<file path="src/rtl/rv32i_types.sv">
// ============================================================================
// Package     : rv32i_types
// Description : Shared types for the memory arbiter: machine word type and
//               the arbiter state encoding, plus the all-bytes enable value.
// Revision    : 1.0 - initial release
// ============================================================================
`default_nettype none

package rv32i_types;

  localparam int unsigned XLEN = 32;

  typedef logic [XLEN-1:0] rv32i_word;

  // Explicit two-bit state codes, kept as plain constants so that legacy
  // code comparing raw state values keeps working.
  localparam logic [1:0] ST_IDLE    = 2'd0;
  localparam logic [1:0] ST_GRANT_I = 2'd1;
  localparam logic [1:0] ST_GRANT_D = 2'd2;

  typedef enum logic [1:0] {
    IDLE    = ST_IDLE,
    GRANT_I = ST_GRANT_I,
    GRANT_D = ST_GRANT_D
  } arb_state_t;

  localparam logic [3:0] BE_ALL = 4'b1111;

endpackage

`default_nettype wire

</file>
<file path="src/rtl/arb_req_reg.sv">
// ============================================================================
// Module      : arb_req_reg
// Description : Latch-and-hold register for the granted memory request.
//               Captures address, write data, byte enable and read/write
//               flags when i_load is high and holds them otherwise.
// Ports       : clk, rst (async, active-low), i_load, i_address, i_wdata,
//               i_byte_enable, i_read, i_write -> o_address, o_wdata,
//               o_byte_enable, o_read, o_write
// Revision    : 1.0 - initial release
// ============================================================================
`default_nettype none

module arb_req_reg
  import rv32i_types::*;
#(
  parameter int DATA_W = $bits(rv32i_word)
) (
  input  logic              clk,
  input  logic              rst,
  input  logic              i_load,
  input  logic [DATA_W-1:0] i_address,
  input  logic [DATA_W-1:0] i_wdata,
  input  logic [3:0]        i_byte_enable,
  input  logic              i_read,
  input  logic              i_write,
  output logic [DATA_W-1:0] o_address,
  output logic [DATA_W-1:0] o_wdata,
  output logic [3:0]        o_byte_enable,
  output logic              o_read,
  output logic              o_write
);

  logic [DATA_W-1:0] r_address;
  logic [DATA_W-1:0] r_wdata;
  logic [3:0]        r_byte_enable;
  logic              r_read;
  logic              r_write;

  always_ff @(posedge clk or negedge rst) begin
    if (!rst) begin
      r_address     <= '0;
      r_wdata       <= '0;
      r_byte_enable <= '0;
      r_read        <= 1'b0;
      r_write       <= 1'b0;
    end else if (i_load) begin
      r_address     <= i_address;
      r_wdata       <= i_wdata;
      r_byte_enable <= i_byte_enable;
      r_read        <= i_read;
      r_write       <= i_write;
    end
  end

  assign o_address     = r_address;
  assign o_wdata       = r_wdata;
  assign o_byte_enable = r_byte_enable;
  assign o_read        = r_read;
  assign o_write       = r_write;

endmodule

`default_nettype wire

</file>
<file path="src/rtl/mem_arbiter.sv">
// ============================================================================
// Module      : mem_arbiter
// Description : Two-requester (instruction / data) arbiter in front of a
//               single memory port. A request seen in IDLE is latched and
//               presented on mem_* from the next cycle until mem_resp; the
//               arbiter always passes through IDLE between grants.
// Ports       : clk, rst (async, active-low)
//               I-side : i_read, i_address -> i_rdata, i_resp
//               D-side : d_read, d_write, d_byte_enable, d_address, d_wdata
//                        -> d_rdata, d_resp
//               Memory : mem_read, mem_write, mem_byte_enable, mem_address,
//                        mem_wdata <- mem_rdata, mem_resp
// Config      : ARB_ROUND_ROBIN_EN - when defined, simultaneous requests go
//               to the side not granted last; otherwise the D-side wins.
// Revision    : 1.0 - initial release
// ============================================================================
`default_nettype none

module mem_arbiter
  import rv32i_types::*;
#(
  parameter int DATA_W = $bits(rv32i_word)
) (
  input  logic              clk,
  input  logic              rst,
  // instruction side
  input  logic              i_read,
  input  logic [DATA_W-1:0] i_address,
  output logic [DATA_W-1:0] i_rdata,
  output logic              i_resp,
  // data side
  input  logic              d_read,
  input  logic              d_write,
  input  logic [3:0]        d_byte_enable,
  input  logic [DATA_W-1:0] d_address,
  input  logic [DATA_W-1:0] d_wdata,
  output logic [DATA_W-1:0] d_rdata,
  output logic              d_resp,
  // shared memory port
  output logic              mem_read,
  output logic              mem_write,
  output logic [3:0]        mem_byte_enable,
  output logic [DATA_W-1:0] mem_address,
  output logic [DATA_W-1:0] mem_wdata,
  input  logic [DATA_W-1:0] mem_rdata,
  input  logic              mem_resp
);

  arb_state_t        r_state;
  arb_state_t        w_state_nxt;
  logic              r_ready;

  logic              w_i_req;
  logic              w_d_req;
  logic              w_pick_i;
  logic              w_load;
  logic              w_active;

  logic [DATA_W-1:0] w_ld_address;
  logic [DATA_W-1:0] w_ld_wdata;
  logic [3:0]        w_ld_be;
  logic              w_ld_read;
  logic              w_ld_write;

  logic [DATA_W-1:0] w_q_address;
  logic [DATA_W-1:0] w_q_wdata;
  logic [3:0]        w_q_be;
  logic              w_q_read;
  logic              w_q_write;

  assign w_i_req = i_read;
  assign w_d_req = d_read | d_write;

  // Arbitration is held off for the first edge after reset release so that
  // the earliest possible grant lands on the second edge.
  always_ff @(posedge clk or negedge rst) begin
    if (!rst) begin
      r_ready <= 1'b0;
    end else begin
      r_ready <= 1'b1;
    end
  end

`ifdef ARB_ROUND_ROBIN_EN
  // Set when the most recent grant went to the D-side; reset value points
  // at D so the first contested grant goes to the I-side.
  logic r_last_d;

  always_ff @(posedge clk or negedge rst) begin
    if (!rst) begin
      r_last_d <= 1'b1;
    end else if (w_load) begin
      r_last_d <= ~w_pick_i;
    end
  end

  assign w_pick_i = w_i_req & (~w_d_req | r_last_d);
`else
  assign w_pick_i = w_i_req & ~w_d_req;
`endif

  assign w_load = (r_state == IDLE) & r_ready & (w_i_req | w_d_req);

  // Request mux for the winner. A simultaneous d_read/d_write is a write.
  // The I-side has no write data, so zero is captured for it.
  always_comb begin
    if (w_pick_i) begin
      w_ld_address = i_address;
      w_ld_wdata   = '0;
      w_ld_be      = BE_ALL;
      w_ld_read    = 1'b1;
      w_ld_write   = 1'b0;
    end else begin
      w_ld_address = d_address;
      w_ld_wdata   = d_wdata;
      w_ld_be      = d_write ? d_byte_enable : BE_ALL;
      w_ld_read    = d_read & ~d_write;
      w_ld_write   = d_write;
    end
  end

  arb_req_reg #(
    .DATA_W (DATA_W)
  ) u_req_reg (
    .clk           (clk),
    .rst           (rst),
    .i_load        (w_load),
    .i_address     (w_ld_address),
    .i_wdata       (w_ld_wdata),
    .i_byte_enable (w_ld_be),
    .i_read        (w_ld_read),
    .i_write       (w_ld_write),
    .o_address     (w_q_address),
    .o_wdata       (w_q_wdata),
    .o_byte_enable (w_q_be),
    .o_read        (w_q_read),
    .o_write       (w_q_write)
  );

  always_comb begin
    w_state_nxt = r_state;
    unique case (r_state)
      IDLE: begin
        if (w_load) begin
          w_state_nxt = w_pick_i ? GRANT_I : GRANT_D;
        end
      end
      GRANT_I, GRANT_D: begin
        if (mem_resp) begin
          w_state_nxt = IDLE;
        end
      end
      default: w_state_nxt = IDLE;
    endcase
  end

  always_ff @(posedge clk or negedge rst) begin
    if (!rst) begin
      r_state <= IDLE;
    end else begin
      r_state <= w_state_nxt;
    end
  end

  // Command strobes and byte enables are qualified by the grant state;
  // address and data simply show the last latched values.
  assign w_active        = (r_state != IDLE);
  assign mem_read        = w_active & w_q_read;
  assign mem_write       = w_active & w_q_write;
  assign mem_byte_enable = w_active ? w_q_be : 4'b0000;
  assign mem_address     = w_q_address;
  assign mem_wdata       = w_q_wdata;

  assign i_resp  = mem_resp & (r_state == GRANT_I);
  assign d_resp  = mem_resp & (r_state == GRANT_D);
  assign i_rdata = mem_rdata;
  assign d_rdata = mem_rdata;

endmodule

`default_nettype wire

</file>
<file path="config.mk">
export PLATFORM = sky130hd
export DESIGN_NAME = mem_arbiter
export DESIGN_NICKNAME = d
export VERILOG_FILES = /design/src/rtl/rv32i_types.sv /design/src/rtl/arb_req_reg.sv /design/src/rtl/mem_arbiter.sv
export SDC_FILE = /design/constraint.sdc
export NUM_CORES = 1
export LEC_CHECK = 0
export CAP_MARGIN = 20
export CORE_UTILIZATION = 35
export CTS_CLUSTER_DIAMETER = 120
export CTS_CLUSTER_SIZE = 20
export DETAILED_ROUTE_END_ITERATION = 8
export PLACE_DENSITY = 0.9
export SYNTH_ARGS = -nofsm -noshare
export SYNTH_HDL_FRONTEND = slang
export SYNTH_SLANG_ARGS = --single-unit
</file>
<file path="constraint.sdc">
create_clock -name clk -period 2.2 [get_ports clk]
set_input_delay 0.22 -clock clk [delete_from_list [all_inputs] [get_ports clk]]
set_output_delay 0.22 -clock clk [all_outputs]
set_load 0.005 [all_outputs]
</file>
### Word level (Yosys, flattened, before mapping)

Cells that the tools add are included.
Widths: inputs -> output; s select.

| word-level totals | value |
|---|---|
| logic and storage cells | 38 |
| input bits | 138 |
| register bits after elaboration | 73 |

| operators by class | value |
|---|---|
| equality and inequality tests | 4 |
| reductions and logical operators | 4 |
| bitwise gates (word level) | 12 |
| muxes and demuxes | 11 |

Operator list:

| kind | number |
|---|---|
| $mux 32 | 2 |
| $mux 4 | 3 |
| $and 1x1->1 | 8 |
| $mux 2 | 3 |
| $pmux 2 s2 | 1 |
| $eq 2x1->1 const B | 1 |
| $eq 2x2->1 const B | 1 |
| $logic_not 2->1 | 1 |
| $mux 1 | 2 |
| $ne 2x1->1 const B | 1 |
| $ne 2x2->1 const B | 1 |
| $not 1->1 | 2 |
| $or 1x1->1 | 2 |
| $reduce_and 2->1 | 1 |
| $reduce_bool 2->1 | 1 |
| $reduce_or 2->1 | 1 |

### Depth between registers and ports, before layout

| logic depth | value |
|---|---|
| depth after elaboration | 6 |
| gate-level depth with buffers | 8 |
| gate-level depth less buffers | 5 |

### Hierarchy

From an unflattened synthesis, not the netlist that was laid out.

| unflattened totals | value |
|---|---|
| cells, all modules | 320 |
| area, all modules | 4,341.7 um2 |

Modules (own cells, without submodules):

| module | seq. area each (um2) | times used | cells an instance | area each (um2) |
|---|---|---|---|---|
| arb_req_reg | 1,751.7 | 1 | 148 | 2,954.1 |
| mem_arbiter | 75.1 | 1 | 172 | 1,387.6 |

### Worst setup path after synthesis

OpenSTA, ideal clock, no wires.

| path | value |
|---|---|
| kind | register to register |
| from | register r_state[0] |
| to | register u_req_reg.r_wdata[10] (netlist: u_req_reg.o_wdata[10]) |
| cell stages (with the launch flop) | 8 |
| arrival | 1.397 ns |
| required time | 2.079 ns |
| slack | 0.682 ns |
| clock period less this slack | 1.518 ns |
| cells stage by stage | dfrtp_1 > inv_1 > ha_1 > buf_2 > o311ai_4 > buf_6 > buf_6 > a22o_1 |

| on the way | value |
|---|---|
| cells in the longest elaborated chain, start to end | 3 |

Ends and longest elaborated chain:

| what | line | text |
|---|---|---|
| from (decl) | mem_arbiter.sv:49 | `arb_state_t r_state;` |
| from (signal assigned) | mem_arbiter.sv:161 | `r_state <= w_state_nxt;` |
| $logic_not 2->1 | mem_arbiter.sv:102 | `assign w_load = (r_state == IDLE) & r_ready & (w_i_req \| w_d_req);` |
| $and 1x1->1 (2 in series) | mem_arbiter.sv:102 |  |
| to (signal assigned) | arb_req_reg.sv:48 | `r_wdata <= i_wdata;` |
| to (decl) | arb_req_reg.sv:34 | `logic [DATA_W-1:0] r_wdata;` |

Every way passes these cells.
A chain may end at the register's enable or synchronous reset.

### Worst setup path in the final report

| path | value |
|---|---|
| from | register r_state[0] |
| to | output mem_write |

| on the way | value |
|---|---|
| cells in the longest elaborated chain, start to end | 2 |

Ends and longest elaborated chain:

| what | line | text |
|---|---|---|
| $reduce_bool 2->1 | mem_arbiter.sv:167 | `assign w_active = (r_state != IDLE);` |
| $and 1x1->1 | mem_arbiter.sv:169 | `assign mem_write = w_active & w_q_write;` |
| to (decl) | mem_arbiter.sv:41 | `output logic mem_write,` |

Every way passes these cells.

==> metrics.cfg <==
[worst_setup_path]
crit_slowest_cell = clkdlybuf4s50_1
start_kind = flop
worstPathRequired_ps = 1980
critPathArrivalTime_ps = 1790
critPathMaxFanout = 11
critPathLaunch = r_state[0]
path_cells = inv_1 -> ha_2 -> nor2b_1 -> clkdlybuf4s50_1
critPathMaxStageDelay_ps = 540
critPathKind = reg2out
cp-end-kind = output port
r2r-start = r_state[0]

[final_layout]
multi_input_area_mm2 = 0.00129
antennaDiodeCount = 0
nNetsFinal = 619
seq_area_mm2 = 0.00183
fill_cells = 919
area_growth_pct = 43.0
drive_gt1_frac = 0.0704

[route]
routedWlPerCell_um = 17.5
vias_per_cell = 5.11
drt_iter0_drc = 181
ant_nets = 0
drc_errors = 0
routed_wl_um = 10800
firstDrtPassIters = 4
vias = 3166

[synth]
synthesis.area_mm2 = 0.00379
ys_seq_area_frac = 0.482
ys_ff_latch = 73
synthCells = 372
yosys_warnings = 0
avgSynthCellArea_um2 = 10.2
synth_cell_types = 26
synth_nets = 513

[clocking]
worstSkewPairLatency_ps = 340
clk_path_buf_depth = 2
htree_levels = 3
cts_sinks = 73
tritoncts = built
cts_made_buffers = 9
post_cts_buffers = 0
clk_pin_slew_ps = 80
cts-root-buf = clkbuf_8

[floorplan]
start_util = 0.364
io_pins = 274
die_w_um = 106
core-area_mm2 = 0.0104
dieArea_mm2 = 0.0113
rows = 37
die_h_um = 106

[timing]
hold_viol = 0
clock.fmax_ghz = 0.499
maxSlewViolCount = 0
worst_slack_ps = 195
rsz0062_at_grt = false
finalCriticalPeriod_ps = 2010
final.setup.tns_ps = 0
setup_viol = 0
finalClockSkew_ps = 7.07
post-route-period-util = 0.911

[pwr]
ir_drop_v = 0.000502
power_mw = 6.37
power_density_mw_per_mm2 = 1170
leakage_nw = 2.24

[placed_design]
place_ws_ps = 262
dp_hpwl_um = 8400
port_buffers = 177
gp_congestion = 0.792

[worst_hold_path]
worstHoldPathType = in2async

[grt]
grt_max_degree = 69
grt.total_usage = 0.191
grt_overflow_total = 0
grt_pass1_wl_um = 16200
antenna_found_initial = 0
grt_pass1_vias = 3028

[flow_run]
max-cap-violations = 0

[status]
status = complete, no violations

==> layer usage <==
| layer | routed length [um] | track usage |
|---|---|---|
| met1 | 4090 | 0.206 |
| met5 | 0 | 0 |
| met3 | 919 | 0.0625 |
| met2 | 5670 | 0.346 |
| met4 | 127 | 0.0704 |
==> cells in the mapped netlist, drive strengths merged <==
cell     instances  area share
o21a            32       0.063
clkbuf           8      0.0079
o311ai           2      0.0092
nand2           39       0.039
conb             1     0.00099
a22o            33       0.076
nor2b           11       0.018
nand3            1      0.0013
and2             3      0.0049
dfrtp           73        0.48
a2bb2oi          1      0.0023
nor2             4      0.0066
a211o            1      0.0023
inv              2      0.0020
a31oi           32       0.053
nor3             1      0.0013
buf             87        0.17
and3             1      0.0017
ha               3      0.0099
o21ai           37       0.049
==> registers in the layout, indices dropped and copies added (netlist names) <==
signal,flops
r_state,2
u_req_reg.o_address,32
u_req_reg.o_write,1
u_req_reg.o_byte_enable,4
r_ready,1
u_req_reg.o_read,1
u_req_reg.o_wdata,32
==> cells by family (layout without fill, tap and decap cells) <==
family,after synthesis,count (layout),synth area share
AO/OA/AOI/OAI,138,138,0.255
buffers and inverters,97,208,0.180
AND/OR/NAND/NOR,60,60,0.0726
flip-flops,73,73,0.482
other,1,1,0.000989
adder cells (fa/ha/maj),3,3,0.00990
==> area by class of cell <==
cell class / instances / share of cell area
Multi-Input combinational cell: 202 / 0.237
Inverter: 2 / 0.00138
Clock inverter: 7 / 0.0219
Timing Repair Buffer: 190 / 0.348
Tap cell: 136 / 0.0314
Clock buffer: 9 / 0.0228
Sequential cell: 73 / 0.337
==> report_power, final <==
part	internal, mW	switching, mW	leakage [nW]	total [mW]
Clock	0.753	0.505	0.115	1.26
Combinational	1.74	1.02	1.22	2.76
Sequential	1.98	0.372	0.906	2.35
==> cells in the final DEF (no fill, tap or decap), types with 2 or more instances in the layout <==
master           synthesis  final
o21a_1                  32     32
buf_4                   66     11
nand2_1                 39     39
o21ai_1                 10     10
nor2_1                   2      2
ha_1                     3      2
a31oi_1                 32     32
dfrtp_1                 73     73
clkdlybuf4s50_1          0    175
nor2b_1                 11     11
a22o_1                  33     33
buf_12                   0      2
o21ai_0                 27     27
clkbuf_8                 0      9
clkinvlp_4               0      2
bufinv_16                0      3
inv_1                    2      2
and2_1                   3      3
==> worst max-delay path: cells and delay by family (launching register included) <==
family                   cells  cell delay (ps)
buffers and inverters        2              620
flip-flops                   1              390
adder cells (fa/ha/maj)      1              280
AND/OR/NAND/NOR              1              140
==> final timing paths <==
kind / end / slack, ps / cells past startpoint
setup / recovery: mem_write / 190 / 4
hold / removal: u_req_reg.o_wdata[0] / 230 / 2
setup reg to reg: u_req_reg.o_wdata[7] / 420 / 6
hold reg to reg: u_req_reg.o_address[29] / 480 / 2
max in group asynchronous: u_req_reg.o_address[18] / 1430 / 3
min in group clk: u_req_reg.o_read / 290 / 2
==> repair_timing <==
item,4_1_cts,5_1_grt
gates resized for setup,0,1
hold buffers,1,0
endpoints found under the setup margin,0,6
hold endpoints to repair,73,0
==> through the flow <==
stage	cells	util	hold WS (ps)	instance area [um^2]
2_1_floorplan	372	-	-75.6	3790
3_3_place_gp	602	0.496	34.0	5170
3_5_place_dp	602	0.496	35.6	5170
4_1_cts	619	0.520	210	5420
5_1_grt	619	0.521	220	5420
6_report	619	0.521	235	5420
Note: power is estimated with default switching activity, not from simulation.
